==> config.mk <==
export PLATFORM = sky130hd
export DESIGN_NAME = elevator_controller_3f
export DESIGN_NICKNAME = d
export VERILOG_FILES = /design/src/rtl/elevator_pkg.sv /design/src/rtl/elevator_tick_timer.sv /design/src/rtl/elevator_controller_3f.sv
export SDC_FILE = /design/constraint.sdc
export NUM_CORES = 1
export LEC_CHECK = 0
export ABC_AREA = 0
export CORE_UTILIZATION = 55
export CTS_CLUSTER_SIZE = 40
export DETAILED_ROUTE_END_ITERATION = 8
export GPL_ROUTABILITY_DRIVEN = 0
export HOLD_SLACK_MARGIN = 0.06
export PLACE_DENSITY = 0.8
export RECOVER_POWER = 100
export SYNTH_ARGS = -nofsm -noshare
export SYNTH_HDL_FRONTEND = slang
export SYNTH_SLANG_ARGS = --single-unit
==> constraint.sdc <==
create_clock -name clock -period 2.23 [get_ports clock]
set_clock_uncertainty 0.1 [all_clocks]
set_input_delay 0.446 -clock clock [delete_from_list [all_inputs] [get_ports clock]]
set_output_delay 0.446 -clock clock [all_outputs]
set_load 0.01 [all_outputs]
==> src/rtl/elevator_pkg.sv <==
// -----------------------------------------------------------------------------
// elevator_pkg
// Shared types and constants for the three-floor elevator controller and its
// display-side consumers.
//   state_t        : controller FSM states
//   FLOOR1..FLOOR3 : 2-bit floor codes as seen on {i1,i0}
//   floor_onehot() : floor code -> request-vector bit (bit 1 = floor 1)
// -----------------------------------------------------------------------------
package elevator_pkg;

  typedef enum logic [1:0] {
    IDLE      = 2'd0,
    MOVE_UP   = 2'd1,
    MOVE_DOWN = 2'd2,
    DOOR      = 2'd3
  } state_t;

  localparam logic [1:0] FLOOR1 = 2'b01;
  localparam logic [1:0] FLOOR2 = 2'b10;
  localparam logic [1:0] FLOOR3 = 2'b11;

  // Maps a floor code onto the request vector req[3:1].
  function automatic logic [3:1] floor_onehot(input logic [1:0] floor);
    floor_onehot = 3'b000;
    case (floor)
      FLOOR1:  floor_onehot = 3'b001;
      FLOOR2:  floor_onehot = 3'b010;
      FLOOR3:  floor_onehot = 3'b100;
      default: floor_onehot = 3'b000;
    endcase
  endfunction

endpackage

==> src/rtl/elevator_tick_timer.sv <==
// -----------------------------------------------------------------------------
// elevator_tick_timer
// Counts 0..TICKS-1 while enabled and pulses done on the last count, then wraps
// to zero so back-to-back intervals need no extra clear cycle.
// Ports:
//   clock, reset_n : clock and synchronous active-low reset
//   clear          : force the count to zero (highest priority)
//   load/load_value: preset the count (e.g. to shorten an interval)
//   en             : advance the count this cycle
//   done           : combinational, high in the final cycle of an interval
// -----------------------------------------------------------------------------
module elevator_tick_timer #(
  parameter int WIDTH = 3,
  parameter int TICKS = 8
) (
  input  logic             clock,
  input  logic             reset_n,
  input  logic             clear,
  input  logic             load,
  input  logic [WIDTH-1:0] load_value,
  input  logic             en,
  output logic             done
);

  localparam logic [WIDTH-1:0] LAST = WIDTH'(TICKS - 1);

  logic [WIDTH-1:0] count_q, count_d;

  always_comb begin
    done    = en && (count_q == LAST);
    count_d = count_q;
    if (clear || done) begin
      count_d = '0;
    end else if (load) begin
      count_d = load_value;
    end else if (en) begin
      count_d = count_q + WIDTH'(1);
    end
  end

  always_ff @(posedge clock) begin
    if (!reset_n) begin
      count_q <= '0;
    end else begin
      count_q <= count_d;
    end
  end

endmodule

==> src/rtl/elevator_controller_3f.sv <==
// -----------------------------------------------------------------------------
// elevator_controller_3f
// Three-floor elevator controller: latches call buttons, moves the cabin one
// floor per TRAVEL_TICKS cycles, holds the door for DOOR_TICKS cycles, and
// drives the floor code / blink flag for the display controller.
// Ports:
//   clock, reset_n        : clock, synchronous active-low reset
//   b1, b2, b3            : call buttons for floors 1..3
//   i1, i0                : floor code (01/10/11), never 00
//   ip                    : blink request, high while moving
//   motor_up, motor_down  : travel direction (mutually exclusive)
//   door_open             : door open
// -----------------------------------------------------------------------------
module elevator_controller_3f
  import elevator_pkg::*;
#(
  parameter int TRAVEL_TICKS = 8,
  parameter int DOOR_TICKS   = 6
) (
  input  logic clock,
  input  logic reset_n,
  input  logic b1,
  input  logic b2,
  input  logic b3,
  output logic i0,
  output logic i1,
  output logic ip,
  output logic motor_up,
  output logic motor_down,
  output logic door_open
);

  localparam int TW = (TRAVEL_TICKS > 2) ? $clog2(TRAVEL_TICKS) : 1;
  localparam int DW = (DOOR_TICKS > 2) ? $clog2(DOOR_TICKS) : 1;

  state_t     state_q, state_d;
  logic [1:0] floor_q, floor_d;
  logic [3:1] req_q, req_d;
  logic       last_up_q, last_up_d;
  logic       ip_q, ip_d, up_q, up_d, down_q, down_d, door_q, door_d;

  logic [3:1] buttons, clr_mask;
  logic       in_move, in_door, travel_done, door_done, door_entry;
  logic       req_here, req_above, req_below;
  logic [1:0] floor_up, floor_down;

  assign buttons = {b3, b2, b1};
  assign in_move = (state_q == MOVE_UP) || (state_q == MOVE_DOWN);
  assign in_door = (state_q == DOOR);

  elevator_tick_timer #(.WIDTH(TW), .TICKS(TRAVEL_TICKS)) u_travel_timer (
    .clock      (clock),
    .reset_n    (reset_n),
    .clear      (!in_move),
    .load       (1'b0),
    .load_value ('0),
    .en         (in_move),
    .done       (travel_done)
  );

  elevator_tick_timer #(.WIDTH(DW), .TICKS(DOOR_TICKS)) u_door_timer (
    .clock      (clock),
    .reset_n    (reset_n),
    .clear      (!in_door),
    .load       (1'b0),
    .load_value ('0),
    .en         (in_door),
    .done       (door_done)
  );

  assign req_here  = |(req_q & floor_onehot(floor_q));
  assign req_above = (floor_q == FLOOR1) ? |req_q[3:2] :
                     (floor_q == FLOOR2) ? req_q[3] : 1'b0;
  assign req_below = (floor_q == FLOOR3) ? |req_q[2:1] :
                     (floor_q == FLOOR2) ? req_q[1] : 1'b0;

  // Saturating neighbours keep the floor code inside 01..11.
  assign floor_up   = (floor_q == FLOOR3) ? FLOOR3 : floor_q + 2'd1;
  assign floor_down = (floor_q == FLOOR1) ? FLOOR1 : floor_q - 2'd1;

  always_comb begin
    state_d    = state_q;
    floor_d    = floor_q;
    last_up_d  = last_up_q;
    door_entry = 1'b0;
    case (state_q)
      IDLE: begin
        if (req_here) begin
          state_d    = DOOR;
          door_entry = 1'b1;
        end else if (last_up_q && req_above) begin
          state_d   = MOVE_UP;
          last_up_d = 1'b1;
        end else if (req_below) begin
          state_d   = MOVE_DOWN;
          last_up_d = 1'b0;
        end else if (req_above) begin
          state_d   = MOVE_UP;
          last_up_d = 1'b1;
        end
      end
      MOVE_UP: begin
        if (travel_done) begin
          floor_d = floor_up;
          if (|(req_q & floor_onehot(floor_up))) begin
            state_d    = DOOR;
            door_entry = 1'b1;
          end
        end
      end
      MOVE_DOWN: begin
        if (travel_done) begin
          floor_d = floor_down;
          if (|(req_q & floor_onehot(floor_down))) begin
            state_d    = DOOR;
            door_entry = 1'b1;
          end
        end
      end
      DOOR: begin
        if (door_done) begin
          state_d = IDLE;
        end
      end
      default: state_d = IDLE;
    endcase

    // Outputs are decoded from the next state so they flip on the same edge
    // as the state itself.
    ip_d   = (state_d == MOVE_UP) || (state_d == MOVE_DOWN);
    up_d   = (state_d == MOVE_UP);
    down_d = (state_d == MOVE_DOWN);
    door_d = (state_d == DOOR);
  end

  // Per-floor request bits: a press sets, arrival (door entry) clears, and a
  // press for the floor whose door is already open is swallowed.
  for (genvar gi = 1; gi <= 3; gi++) begin : g_req
    assign clr_mask[gi] = (door_entry && (floor_d == 2'(gi))) ||
                          (in_door && (floor_q == 2'(gi)));
    assign req_d[gi]    = (req_q[gi] | buttons[gi]) & ~clr_mask[gi];
  end

  always_ff @(posedge clock) begin
    if (!reset_n) begin
      state_q   <= IDLE;
      floor_q   <= FLOOR1;
      req_q     <= '0;
      last_up_q <= 1'b1;
      ip_q      <= 1'b0;
      up_q      <= 1'b0;
      down_q    <= 1'b0;
      door_q    <= 1'b0;
    end else begin
      state_q   <= state_d;
      floor_q   <= floor_d;
      req_q     <= req_d;
      last_up_q <= last_up_d;
      ip_q      <= ip_d;
      up_q      <= up_d;
      down_q    <= down_d;
      door_q    <= door_d;
    end
  end

  assign i0         = floor_q[0];
  assign i1         = floor_q[1];
  assign ip         = ip_q;
  assign motor_up   = up_q;
  assign motor_down = down_q;
  assign door_open  = door_q;

endmodule

==> flow_summary.ini, run 1 <==
[setup_path]
critPathTopFamily = simple AND/OR/NAND/NOR gates
worstReg2RegEnd = door_open
start_kind = register
r2r_start = floor_q[1]
required_ns = 2.38
cpPeakStageDelay_ns = 0.37
arrival_ns = 2.32
crit_buf_inv = 1
cp-end-kind = register
path_class = reg -> reg
r2r_cells = 8
crit_slowest_cell = o311ai_2
path_cells = inv_1 > ha_2 > and2_1 > a211oi_1 > o311ai_2 > nor2b_2 > ha_1 > and2_1
critPathMaxFanout = 5
crit_path_frequent_cell = and2_1
reg2reg_setup_slack_ns = 0.06
cp.depth = 8

[sta]
setup_slack_ns = 0.0593
fin_crit_sh_pct = 97.3
min_period_ns = 2.17
fmaxAchievable_ghz = 0.461
finalMaxSlewViolations = 0
hold_violations = 0
fin_hold_ws_ns = 0.333
tightest_slew_ns = 0.550
final-setup-viol-count = 0
slew_headroom_pct = 63.2

[route]
drc_errors = 0
drt_first_pass_iters = 4
drt-total-wl_um = 2450
ant_nets = 0
vias_per_cell = 6.02
wl_per_cell_um = 15.1
vias = 976
drt_iter0_markers = 46

[synth]
ys_ff_latch = 18
syn-instance-count = 118
synth_top_area_share_pct = 33.0
synth_area_mm2 = 0.00109
synth.avg_cell_area_um2 = 9.26
synthTopCellsByArea = dfxtp_1 33%, ha_1 21%, and2_1 4.0%
yosysSeqAreaShare_pct = 33.0
synth-edff-count = 0
syn_nets = 141
synth_cell_types = 35
post-synth-top-area-cell = dfxtp_1
ys.warnings.count = 0
synth_common_cells = 18 x dfxtp_1, 18 x ha_1, 9 x inv_1, 9 x nand2_1, 9 x nor2_1
synth-async-reset-ratio_pct = 0
synthFlopType = dfxtp_1

[floorplan]
die_h_um = 46.6
start_util_pct = 60.6
coreArea_mm2 = 0.00180
die_area_mm2 = 0.00217
placementRows = 15
ioPinCount = 11
die_x_um = 46.6

[power]
p_leak_nw = 0.572
vdd_drop_max_mv = 0.749
power_density_mw_per_mm2 = 1060

[clock_tree]
root_buffer = clkbuf_4
cts_made_buffers = 3
htree_levels = 1
cts_tree = built
clock_path_buffers = 2
path_clk_slew_ns = 0.11
clk_latency_ns = 0.30
numClockSinks = 18

[min_path]
whs_path_depth = 1
hp-class = reg -> reg
worstHoldEndpoint = u_travel_timer.count_q[0]
worstHoldStart = u_travel_timer.count_q[0]

[placement]
io_buffers = 10
dpl.hpwl_um = 1780
pre_cts_ws_ns = 0.0286

[cells_and_area]
n_antenna_cell = 0
final_net_count = 161
ff_latch_area_um2 = 362
syn_to_final_growth_pct = 21.6
drive_gt1_share_pct = 13.9
multi_input_area_um2 = 706
nFillCells = 144

[job]
drv_cap = 0

[global_routing]
overflow = 0
grt_pass1_vias = 843
antenna_found_initial = 0
grt_pass1_wl_um = 3530
grt_usage_pct = 22.9
grt_max_degree = 19

[run_status]
status = finished clean
## per-layer routing
| layer | global-route usage, % | part of all wire (%) | wire, µm | up-vias |
|---|---|---|---|---|
| li1 | - | - | - | 469 |
| met1 | 30.6 | 45 | 1110 | 455 |
| met2 | 37.2 | 46 | 1120 | 44 |
| met3 | 2.35 | 6.8 | 166 | 8 |
| met4 | 8.82 | 2.0 | 48 | 0 |
| met5 | 0 | 0 | 0 | - |
## through the flow
step                      setup TNS (ns)  area, µm²  cells  util (%)  power (mW)
after CTS                              0       1300    161      72.1        1.36
after global routing             -0.0283       1330    162      73.8        1.51
final                                  0       1330    162      73.8        1.41
after floorplan                        0       1090    118         -       0.916
after global placement                 0       1250    156      69.7        1.12
after detailed placement               0       1250    156      69.7        1.14
## state kept, by name, summed over array words and instances (netlist names)
register / count
door_open: 1
floor_q: 2
ip: 1
last_up_q: 1
motor_down: 1
motor_up: 1
req_q: 3
state_q: 2
u_door_timer.count_q: 3
u_travel_timer.count_q: 3
## timing repair
action                                  4_1_cts  5_1_grt
endpoints found under the setup margin        1        4
pin swaps                                     1        2
buffers inserted                              1        1
gates resized for setup                       0        6
hold buffers                                  0        0
cloned                                        0        0
endpoints found under the hold margin         0        0
## cell usage in the layout, fill, tap and decap left out, types with 2 or more instances in the layout
cell type,count
ha_1,17
dfxtp_1,17
inv_1,9
nor2_1,9
nand2_1,9
buf_4,8
and2_1,6
dlygate4sd3_1,6
o21ai_0,5
clkdlybuf4s50_1,4
a32oi_1,3
o211ai_1,3
a31oi_1,3
clkbuf_4,3
o32ai_1,2
a222oi_1,2
a211oi_1,2
and4b_1,2
o22ai_1,2
a32o_1,2
nor3b_1,2
## worst max path at each step
stage               startpoint   endpoint
global route        floor_q[0]  door_open
CTS                 floor_q[0]  door_open
finish              floor_q[1]  door_open
detailed placement  floor_q[0]  door_open
global placement    floor_q[0]  door_open
floorplan           floor_q[1]   motor_up
## worst register-to-register path, stage by stage, from the launching register on
cell      delay, ns
dfxtp_1        0.33
inv_1          0.13
ha_2           0.24
and2_1         0.29
a211oi_1       0.11
o311ai_2       0.37
nor2b_2        0.25
ha_1           0.17
and2_1         0.13
## power by group
group / leakage [nW] / internal (mW) / switching (mW)
Combinational: 0.404 / 0.354 / 0.414
Clock: 0.0210 / 0.0996 / 0.108
Sequential: 0.148 / 0.390 / 0.0470
## kinds of logic after synthesis
kind of cell               after synthesis  share of synthesized area (%)
adders and majority gates               18                           20.6
DFF                                     18                           33.0
and+or+nand+nor                         36                           18.0
muxes                                    1                          0.916
buffers and inverters                   12                           4.35
AOI/OAI and AO/OA                       33                           23.1
## area by class of cell
class                   count  share of cell area, %
well taps                  25                   2.35
repair buffers             18                   12.1
flip-flops and latches     18                   27.2
inverters                   9                   2.54
multi-input cells          88                   53.1
clock buffers               4                   2.73
(Power assumes the default switching activity.)
==> run 2: changes to the inputs <==
--- a/config.mk
+++ b/config.mk
@@ -7,6 +7,7 @@
 export LEC_CHECK = 0
 export ABC_AREA = 0
 export CORE_UTILIZATION = 55
+export CTS_BUF_LIST = sky130_fd_sc_hd__clkbuf_4 sky130_fd_sc_hd__clkbuf_8
 export CTS_CLUSTER_SIZE = 40
 export DETAILED_ROUTE_END_ITERATION = 8
 export GPL_ROUTABILITY_DRIVEN = 0
==> results of run 2 <==
Final layout, timing and power as in run 1 (identical DEF).
